## src/rtl/operand_delivery_queue_pkg.sv

```systemverilog
// Shared types for the E-node operand delivery queue.
package operand_delivery_queue_pkg;

    typedef logic [31:0] operand_t;
    typedef logic [6:0]  instr_num_t;

    localparam logic [1:0] SLOT_LEFT  = 2'd0;
    localparam logic [1:0] SLOT_RIGHT = 2'd1;
    localparam logic [1:0] SLOT_PRED  = 2'd2;

    typedef struct packed {
        operand_t   operand;
        instr_num_t dest_instr;
        logic [1:0] dest_slot;
    } operand_pkt_t;

    typedef enum logic [1:0] {
        ST_IDLE,
        ST_ISSUE,
        ST_WAIT_ACK
    } dlv_state_t;

    function automatic logic slot_legal(input logic [1:0] s);
        return s inside {SLOT_LEFT, SLOT_RIGHT, SLOT_PRED};
    endfunction

endpackage

```

## src/rtl/operand_delivery_queue_if.sv

```systemverilog
// Router-side and station-side signals of the operand delivery queue.
interface operand_delivery_queue_if;
    import operand_delivery_queue_pkg::*;

    logic       net_valid;
    logic       net_ready;
    operand_t   net_operand;
    instr_num_t net_dest_instr;
    logic [1:0] net_dest_slot;

    logic       rs_req;
    operand_t   rs_operand;
    instr_num_t rs_dest_instr;
    logic [1:0] rs_dest_slot;
    logic       rs_ack;

    modport slave (
        input  net_valid, net_operand, net_dest_instr, net_dest_slot,
        input  rs_ack,
        output net_ready,
        output rs_req, rs_operand, rs_dest_instr, rs_dest_slot
    );

    modport master (
        output net_valid, net_operand, net_dest_instr, net_dest_slot,
        output rs_ack,
        input  net_ready,
        input  rs_req, rs_operand, rs_dest_instr, rs_dest_slot
    );

endinterface

```

## src/rtl/operand_delivery_queue_op_pkt_fifo.sv

```systemverilog
// Packet FIFO with flush; head is combinational and zero when empty.
module op_pkt_fifo
    import operand_delivery_queue_pkg::*;
#(
    parameter int DEPTH = 4
) (
    input  logic                    clk,
    input  logic                    rst_n,
    input  logic                    flush,
    input  logic                    push,
    input  operand_pkt_t            din,
    input  logic                    pop,
    output operand_pkt_t            head,
    output logic [$clog2(DEPTH):0]  count,
    output logic                    full,
    output logic                    empty
);
    localparam int AW = $clog2(DEPTH);
    localparam int CW = AW + 1;

    operand_pkt_t   mem [DEPTH];
    logic [AW-1:0]  wr_ptr;
    logic [AW-1:0]  rd_ptr;
    logic           do_push;
    logic           do_pop;

    assign full    = (count == CW'(DEPTH));
    assign empty   = (count == '0);
    assign do_push = push && !full && !flush;
    assign do_pop  = pop && !empty && !flush;
    assign head    = empty ? '0 : mem[rd_ptr];

    always_ff @(posedge clk or negedge rst_n) begin
        if (!rst_n) begin
            wr_ptr <= '0;
            rd_ptr <= '0;
            count  <= '0;
        end else if (flush) begin
            wr_ptr <= '0;
            rd_ptr <= '0;
            count  <= '0;
        end else begin
            if (do_push) wr_ptr <= wr_ptr + AW'(1);
            if (do_pop)  rd_ptr <= rd_ptr + AW'(1);
            count <= count + CW'(do_push) - CW'(do_pop);
        end
    end

    // storage needs no reset: head is masked while empty
    always_ff @(posedge clk) begin
        if (do_push) mem[wr_ptr] <= din;
    end

endmodule

```

## src/rtl/operand_delivery_queue.sv

```systemverilog
// Operand delivery queue: buffers router operand packets and hands
// them to the reservation station with ack timeout, retry and drop.
module operand_delivery_queue
    import operand_delivery_queue_pkg::*;
#(
    parameter int DEPTH       = 4,
    parameter int ACK_TIMEOUT = 2,
    parameter int MAX_RETRY   = 3
) (
    input  logic                    clk,
    input  logic                    rst_n,
    operand_delivery_queue_if.slave bus,
    input  logic                    flush,
    output logic [$clog2(DEPTH):0]  occupancy,
    output logic                    drop_pulse,
    output logic [7:0]              drop_count
);
    localparam int TW = (ACK_TIMEOUT < 2) ? 1 : $clog2(ACK_TIMEOUT);
    localparam int RW = (MAX_RETRY < 1) ? 1 : $clog2(MAX_RETRY + 1);

    dlv_state_t   state, state_n;
    logic [TW-1:0] timer, timer_n;
    logic [RW-1:0] retry, retry_n;
    logic          pop;
    logic          drop;
    logic          full;
    logic          empty;
    operand_pkt_t  head;
    operand_pkt_t  din;

    assign din = '{operand:    bus.net_operand,
                   dest_instr: bus.net_dest_instr,
                   dest_slot:  bus.net_dest_slot};

    op_pkt_fifo #(.DEPTH(DEPTH)) u_fifo (
        .clk   (clk),
        .rst_n (rst_n),
        .flush (flush),
        .push  (bus.net_valid && bus.net_ready),
        .din   (din),
        .pop   (pop),
        .head  (head),
        .count (occupancy),
        .full  (full),
        .empty (empty)
    );

    assign bus.net_ready     = !full;
    assign bus.rs_req        = (state == ST_ISSUE) && !flush;
    assign bus.rs_operand    = head.operand;
    assign bus.rs_dest_instr = head.dest_instr;
    assign bus.rs_dest_slot  = head.dest_slot;

    always_comb begin
        state_n = state;
        timer_n = timer;
        retry_n = retry;
        pop     = 1'b0;
        drop    = 1'b0;
        unique case (state)
            ST_IDLE: begin
                timer_n = '0;
                retry_n = '0;
                if (!empty) begin
                    if (slot_legal(head.dest_slot)) begin
                        state_n = ST_ISSUE;
                    end else begin
                        pop  = 1'b1;
                        drop = 1'b1;
                    end
                end
            end
            ST_ISSUE: begin
                timer_n = '0;
                state_n = ST_WAIT_ACK;
            end
            ST_WAIT_ACK: begin
                // an ack on the timeout edge still counts as delivered
                if (bus.rs_ack) begin
                    pop     = 1'b1;
                    state_n = ST_IDLE;
                end else if (timer == TW'(ACK_TIMEOUT - 1)) begin
                    timer_n = '0;
                    if (retry < RW'(MAX_RETRY)) begin
                        retry_n = retry + RW'(1);
                        state_n = ST_ISSUE;
                    end else begin
                        pop     = 1'b1;
                        drop    = 1'b1;
                        state_n = ST_IDLE;
                    end
                end else begin
                    timer_n = timer + TW'(1);
                end
            end
            default: state_n = ST_IDLE;
        endcase
        if (flush) begin
            state_n = ST_IDLE;
            timer_n = '0;
            retry_n = '0;
            pop     = 1'b0;
            drop    = 1'b0;
        end
    end

    always_ff @(posedge clk or negedge rst_n) begin
        if (!rst_n) begin
            state      <= ST_IDLE;
            timer      <= '0;
            retry      <= '0;
            drop_pulse <= 1'b0;
            drop_count <= '0;
        end else begin
            state      <= state_n;
            timer      <= timer_n;
            retry      <= retry_n;
            drop_pulse <= drop;
            if (drop && drop_count != 8'hFF) begin
                drop_count <= drop_count + 8'd1;
            end
        end
    end

endmodule

```

## src/flat_wrapper.sv

```systemverilog
// flat-port wrapper written by rule: the top's interface ports become plain ports
module operand_delivery_queue_flat import operand_delivery_queue_pkg::*;
#(
    parameter int DEPTH       = 4,
    parameter int ACK_TIMEOUT = 2,
    parameter int MAX_RETRY   = 3
)
  (clk, rst_n, flush, occupancy, drop_pulse, drop_count, bus_net_valid, bus_net_operand, bus_net_dest_instr, bus_net_dest_slot, bus_rs_ack, bus_net_ready, bus_rs_req, bus_rs_operand, bus_rs_dest_instr, bus_rs_dest_slot);
  operand_delivery_queue_if bus_i ();
  input  logic clk;
  input  logic rst_n;
  input  logic flush;
  output logic [$clog2(DEPTH):0] occupancy;
  output logic drop_pulse;
  output logic [7:0] drop_count;
  input wire logic [$bits(bus_i.net_valid)-1:0] bus_net_valid;
  input wire logic [$bits(bus_i.net_operand)-1:0] bus_net_operand;
  input wire logic [$bits(bus_i.net_dest_instr)-1:0] bus_net_dest_instr;
  input wire logic [$bits(bus_i.net_dest_slot)-1:0] bus_net_dest_slot;
  input wire logic [$bits(bus_i.rs_ack)-1:0] bus_rs_ack;
  output wire logic [$bits(bus_i.net_ready)-1:0] bus_net_ready;
  output wire logic [$bits(bus_i.rs_req)-1:0] bus_rs_req;
  output wire logic [$bits(bus_i.rs_operand)-1:0] bus_rs_operand;
  output wire logic [$bits(bus_i.rs_dest_instr)-1:0] bus_rs_dest_instr;
  output wire logic [$bits(bus_i.rs_dest_slot)-1:0] bus_rs_dest_slot;
  assign bus_i.net_valid = bus_net_valid;
  assign bus_i.net_operand = bus_net_operand;
  assign bus_i.net_dest_instr = bus_net_dest_instr;
  assign bus_i.net_dest_slot = bus_net_dest_slot;
  assign bus_i.rs_ack = bus_rs_ack;
  assign bus_net_ready = bus_i.net_ready;
  assign bus_rs_req = bus_i.rs_req;
  assign bus_rs_operand = bus_i.rs_operand;
  assign bus_rs_dest_instr = bus_i.rs_dest_instr;
  assign bus_rs_dest_slot = bus_i.rs_dest_slot;
  operand_delivery_queue #(.DEPTH(DEPTH), .ACK_TIMEOUT(ACK_TIMEOUT), .MAX_RETRY(MAX_RETRY)) u_core (.clk(clk), .rst_n(rst_n), .bus(bus_i), .flush(flush), .occupancy(occupancy), .drop_pulse(drop_pulse), .drop_count(drop_count));
endmodule
```

## config.mk

```make
export PLATFORM = sky130hd
export DESIGN_NAME = operand_delivery_queue_flat
export DESIGN_NICKNAME = d
export VERILOG_FILES = /design/src/rtl/operand_delivery_queue_pkg.sv /design/src/rtl/operand_delivery_queue_if.sv /design/src/rtl/operand_delivery_queue_op_pkt_fifo.sv /design/src/rtl/operand_delivery_queue.sv /design/src/flat_wrapper.sv
export SDC_FILE = /design/constraint.sdc
export NUM_CORES = 1
export LEC_CHECK = 0
export BUFFER_PORTS_ARGS = -buffer_cell sky130_fd_sc_hd__buf_2
export CORE_ASPECT_RATIO = 1.25
export CORE_MARGIN = 10
export CORE_UTILIZATION = 50
export CTS_CLUSTER_DIAMETER = 50
export DETAILED_ROUTE_END_ITERATION = 12
export GPL_TIMING_DRIVEN = 0
export PLACE_DENSITY_LB_ADDON = 0.1
export SYNTH_ARGS = -nofsm -noshare
export SYNTH_HDL_FRONTEND = slang
export SYNTH_SLANG_ARGS = --single-unit
```

## constraint.sdc

```tcl
create_clock -name clk -period 3.7 [get_ports clk]
set_clock_uncertainty 0.2 [all_clocks]
set_input_delay 0 -clock clk [delete_from_list [all_inputs] [get_ports clk]]
set_output_delay 0 -clock clk [all_outputs]
set_load 0.02 [all_outputs]
```

==> summary.txt <==
Run status
  – Outcome: completed

Layout
  – Finished Layout Cells: about 740
  – Final instance area: approximately 0.009 mm²
  – Layout cells sized above 1: between 30% and 40%
  – Fillers: between 1000 and 1500
  – Most frequent cells in the layout: edfxtp_1, buf_2, dlygate4sd3_1
  – Antenna fix cells: 0
  – Most common cell after layout, fill and taps aside: edfxtp_1
  – P&R area growth vs syn: 24.82%
  – Post-layout nets: roughly 600

Critical path
  – CP max-delay cell: fa_1
  – Worst-case reg-to-reg path depth: 12
  – R2R Path End: u_core.u_fifo.count[2]$_DFF_PN0_
  – CP arrival: about 3100 ps
  – Req. time, crit path: about 3800 ps
  – WS Path Type: register to register
  – Worst Setup End Kind: register
  – R2R setup slack: 670 ps
  – Critical path origin: u_core.u_fifo.rd_ptr[1]$_DFFE_PN0P_
  – Maximum fanout along the worst path: 7
  – CP Launch Type: register
  – Critical-path cell list: clkbuf_1, mux4_2, nand3_1, a211oi_1, nor2b_1, ha_1, inv_1, ha_1, inv_1, fa_1, xnor2_1, nor2_1
  – Reg2reg start: u_core.u_fifo.rd_ptr[1]$_DFFE_PN0P_
  – Max stage delay on crit path: ~380 ps

Timing
  – RSZ-0062 raised after global routing: false
  – Least-Margin Pin Slew: 1007 ps
  – Slew Limit Fails: 0
  – Setup_tns: 0 ps
  – Worst slew margin: around 33%
  – Hold Fails Final Rpt: 0
  – Highest achievable clock rate: between 0.3 and 0.4 GHz
  – Final min period: around 3000 ps
  – Number of setup violations in the final report: 0
  – Hold_ws: 112.7 ps
  – Period Utilization, post-route: ~80%

CTS
  – Post-CTS resize count: 0
  – Longest Clk Path Bufs: 2
  – Total CTS buffers: 17
  – CTS sink count: about 190
  – CTS H-tree lvls: 4
  – CTS Root Cell: clkbuf_16
  – Clock-pin slew reported for the worst setup and hold paths after clock tree synthesis: roughly 70 ps
  – CTS tree: built
  – Clk_lat worst skew: ~430 ps

Yosys
  – Post-Synth XOR/XNOR Area: 0.9488%
  – EDFF count, synth: roughly 160
  – Synth Area in Adders: 1.627%
  – Share of the synthesized area in the top cell type: roughly two thirds
  – Mux contribution to synthesized area: roughly 14%
  – Post-synth ARST share: 11.35%
  – Synthesized cell area: ~0.0074 mm²
  – Synth Flop Type: edfxtp_1
  – Mapped Cells: 379
  – YS warnings: 0
  – Sequential element share of the synthesized area: 73.81%
  – Synth area leader: edfxtp_1
  – Synthesized flop and latch total: around 190
  – Cell variety after synth: 36
  – Simple logic cell fraction of the synthesized area: under 10%
  – Syn_nets: about 430
  – Post-synthesis compound-gate area fraction: under 10%
  – Syn Area/Cell: 19.48 µm²
  – Largest family of logic cells by synthesized area: multiplexers
  – Synth top area cells: edfxtp_1, mux4_2, dfrtp_1

Global routing
  – Total track usage: 15.76%
  – Largest net degree at the start of global routing: 33
  – First-pass GRT wire length: 23700 µm
  – Gr ovfl total: 0
  – Initial antenna violation count: 0
  – Vias in the first global route: around 4400

Floorplanning
  – I/O pin count: between 100 and 150
  – Starting density of the core: between 50% and 60%
  – Die Wd: roughly 130 µm
  – Die area: 0.02006 mm²
  – Core Area: roughly 0.014 mm²
  – Cell Rows: 49
  – Die height: between 150 and 200 µm

Power
  – Sequential power share: between 40% and 50%
  – Pwr dens: about 630 mW/mm²
  – Switching Share: between 30% and 40%
  – Leak pwr: 3.387 nW
  – NetSw: between 1.5 and 2 mW
  – Max IR drop VDD: between 0.4 and 0.5 mV
  – Combinational fraction of design power: 27.1%
  – Cell internal pwr: 4.002 mW
  – Clock share of power: between 30% and 40%

Place
  – Placed Cells incl. Taps: between 600 and 700
  – Final GP Congestion: between 0.8 and 0.9
  – Placed cell area: ~0.0082 mm²
  – Post-detail-place hpwl: 9525 µm
  – Port bufs: roughly 100

Hold path
  – Hold Path Sink: u_core.u_fifo.mem[3][6]$_DFFE_PP_
  – Min-delay src: bus_net_dest_instr[4]
  – Worst Hold Class: input pin to register
  – WHS Path Cells: 2

Drt
  – Vias per inst: 5.286
  – Post-route ant nets: 0
  – Post-Route WL: 14770 µm
  – Via count: between 3000 and 4000
  – Drt first pass iters: 4
  – DRT iter0 DRCs: slightly above 200
  – WL/cell: 20.01 µm
  – Residual DRC count: 0

Run
  – Max-cap violations: 0
## worst max path at each step
stage | end | slack, ps | cells past startpoint
finish | u_core.u_fifo.count[2]$_DFF_PN0_ | 670 | 12
floorplan | u_core.u_fifo.count[2]$_DFF_PN0_ | 940 | 12
detailed placement | u_core.u_fifo.count[2]$_DFF_PN0_ | 650 | 12
global route | u_core.u_fifo.count[2]$_DFF_PN0_ | 430 | 12
CTS | u_core.u_fifo.count[2]$_DFF_PN0_ | 610 | 12
global placement | u_core.u_fifo.mem[2][3]$_DFFE_PP_ | 250 | 4
## synth_stat cells, types with 5 or more instances
cell type	n
dfrtp_1	21
ha_1	8
nor2_1	14
edfxtp_1	164
nor3_1	6
nand3_1	5
clkbuf_1	13
inv_1	7
mux4_2	41
xor2_1	6
and2_1	45
buf_2	5
## layout make-up
type	count	area, µm²	share of cell area [%]
flip-flops and latches	185	5450	59.13
multi-input cells	169	1839	19.95
repair buffers	149	1036	11.24
plain buffers	18	73.82	0.8009
clock buffers	18	429.2	4.656
clock inverters	14	140.1	1.520
inverters	7	26.28	0.2851
well taps	178	222.7	2.416
## per-stage QoR
step	setup WS [ps]	total power [mW]	util, %
final	672.3	5.813	63.71
after global routing	429.1	6.115	63.71
after CTS	614.6	5.907	63.71
after detailed placement	648.1	4.128	56.59
after global placement	254.3	4.086	56.00
after floorplan	940.6	3.550	-
## worst max-delay path, delay by kind of cell, from the launching register on
| family | cells | cell delay, ps |
|---|---|---|
| fa+ha+maj | 3 | 750 |
| buf+inv | 3 | 420 |
| mux | 1 | 370 |
| simple gates | 3 | 350 |
| flops | 1 | 320 |
| compound gates | 1 | 320 |
| xor+xnor | 1 | 170 |
## cells by family after synthesis
kind of cell | Yosys count
adder cells (fa/ha/maj) | 9
XOR/XNOR | 8
flip-flops | 185
multiplexers | 49
AO/OA/AOI/OAI | 11
buffers and inverters | 25
AND/OR/NAND/NOR | 92
## layer usage
layer / vias to the layer above / routed length, µm / global-route usage, %
li1: 1828 / - / -
met1: 1964 / 6061 / 18.93
met2: 93 / 7619 / 26.23
met3: 16 / 876 / 5.440
met4: 0 / 210 / 4.829
met5: - / 0 / 0
## power by group through the flow
| stage | Clock (mW) | Sequential, mW | Combinational, mW |
|---|---|---|---|
| final | 1.74 | 2.50 | 1.58 |
| after global routing | 1.87 | 2.51 | 1.73 |
| after CTS | 1.78 | 2.50 | 1.63 |
| after detailed placement | 0 | 2.54 | 1.58 |
| after global placement | 0 | 2.54 | 1.54 |
| after floorplan | 0 | 2.56 | 0.985 |
## flip-flops by register name, indices dropped and copies added (netlist names)
signal	count
u_core.timer	1
u_core.u_fifo.count	3
u_core.drop_pulse	1
u_core.u_fifo.wr_ptr	2
u_core.drop_count	8
u_core.u_fifo.mem	164
u_core.u_fifo.rd_ptr	2
u_core.retry	2
u_core.state	2
## what timing repair did
item	in CTS	in global routing
endpoints found under the hold margin	195	0
endpoints found under the setup margin	0	0
hold buffers	46	0
setup buffers	0	0
(Power assumes the default switching activity.)
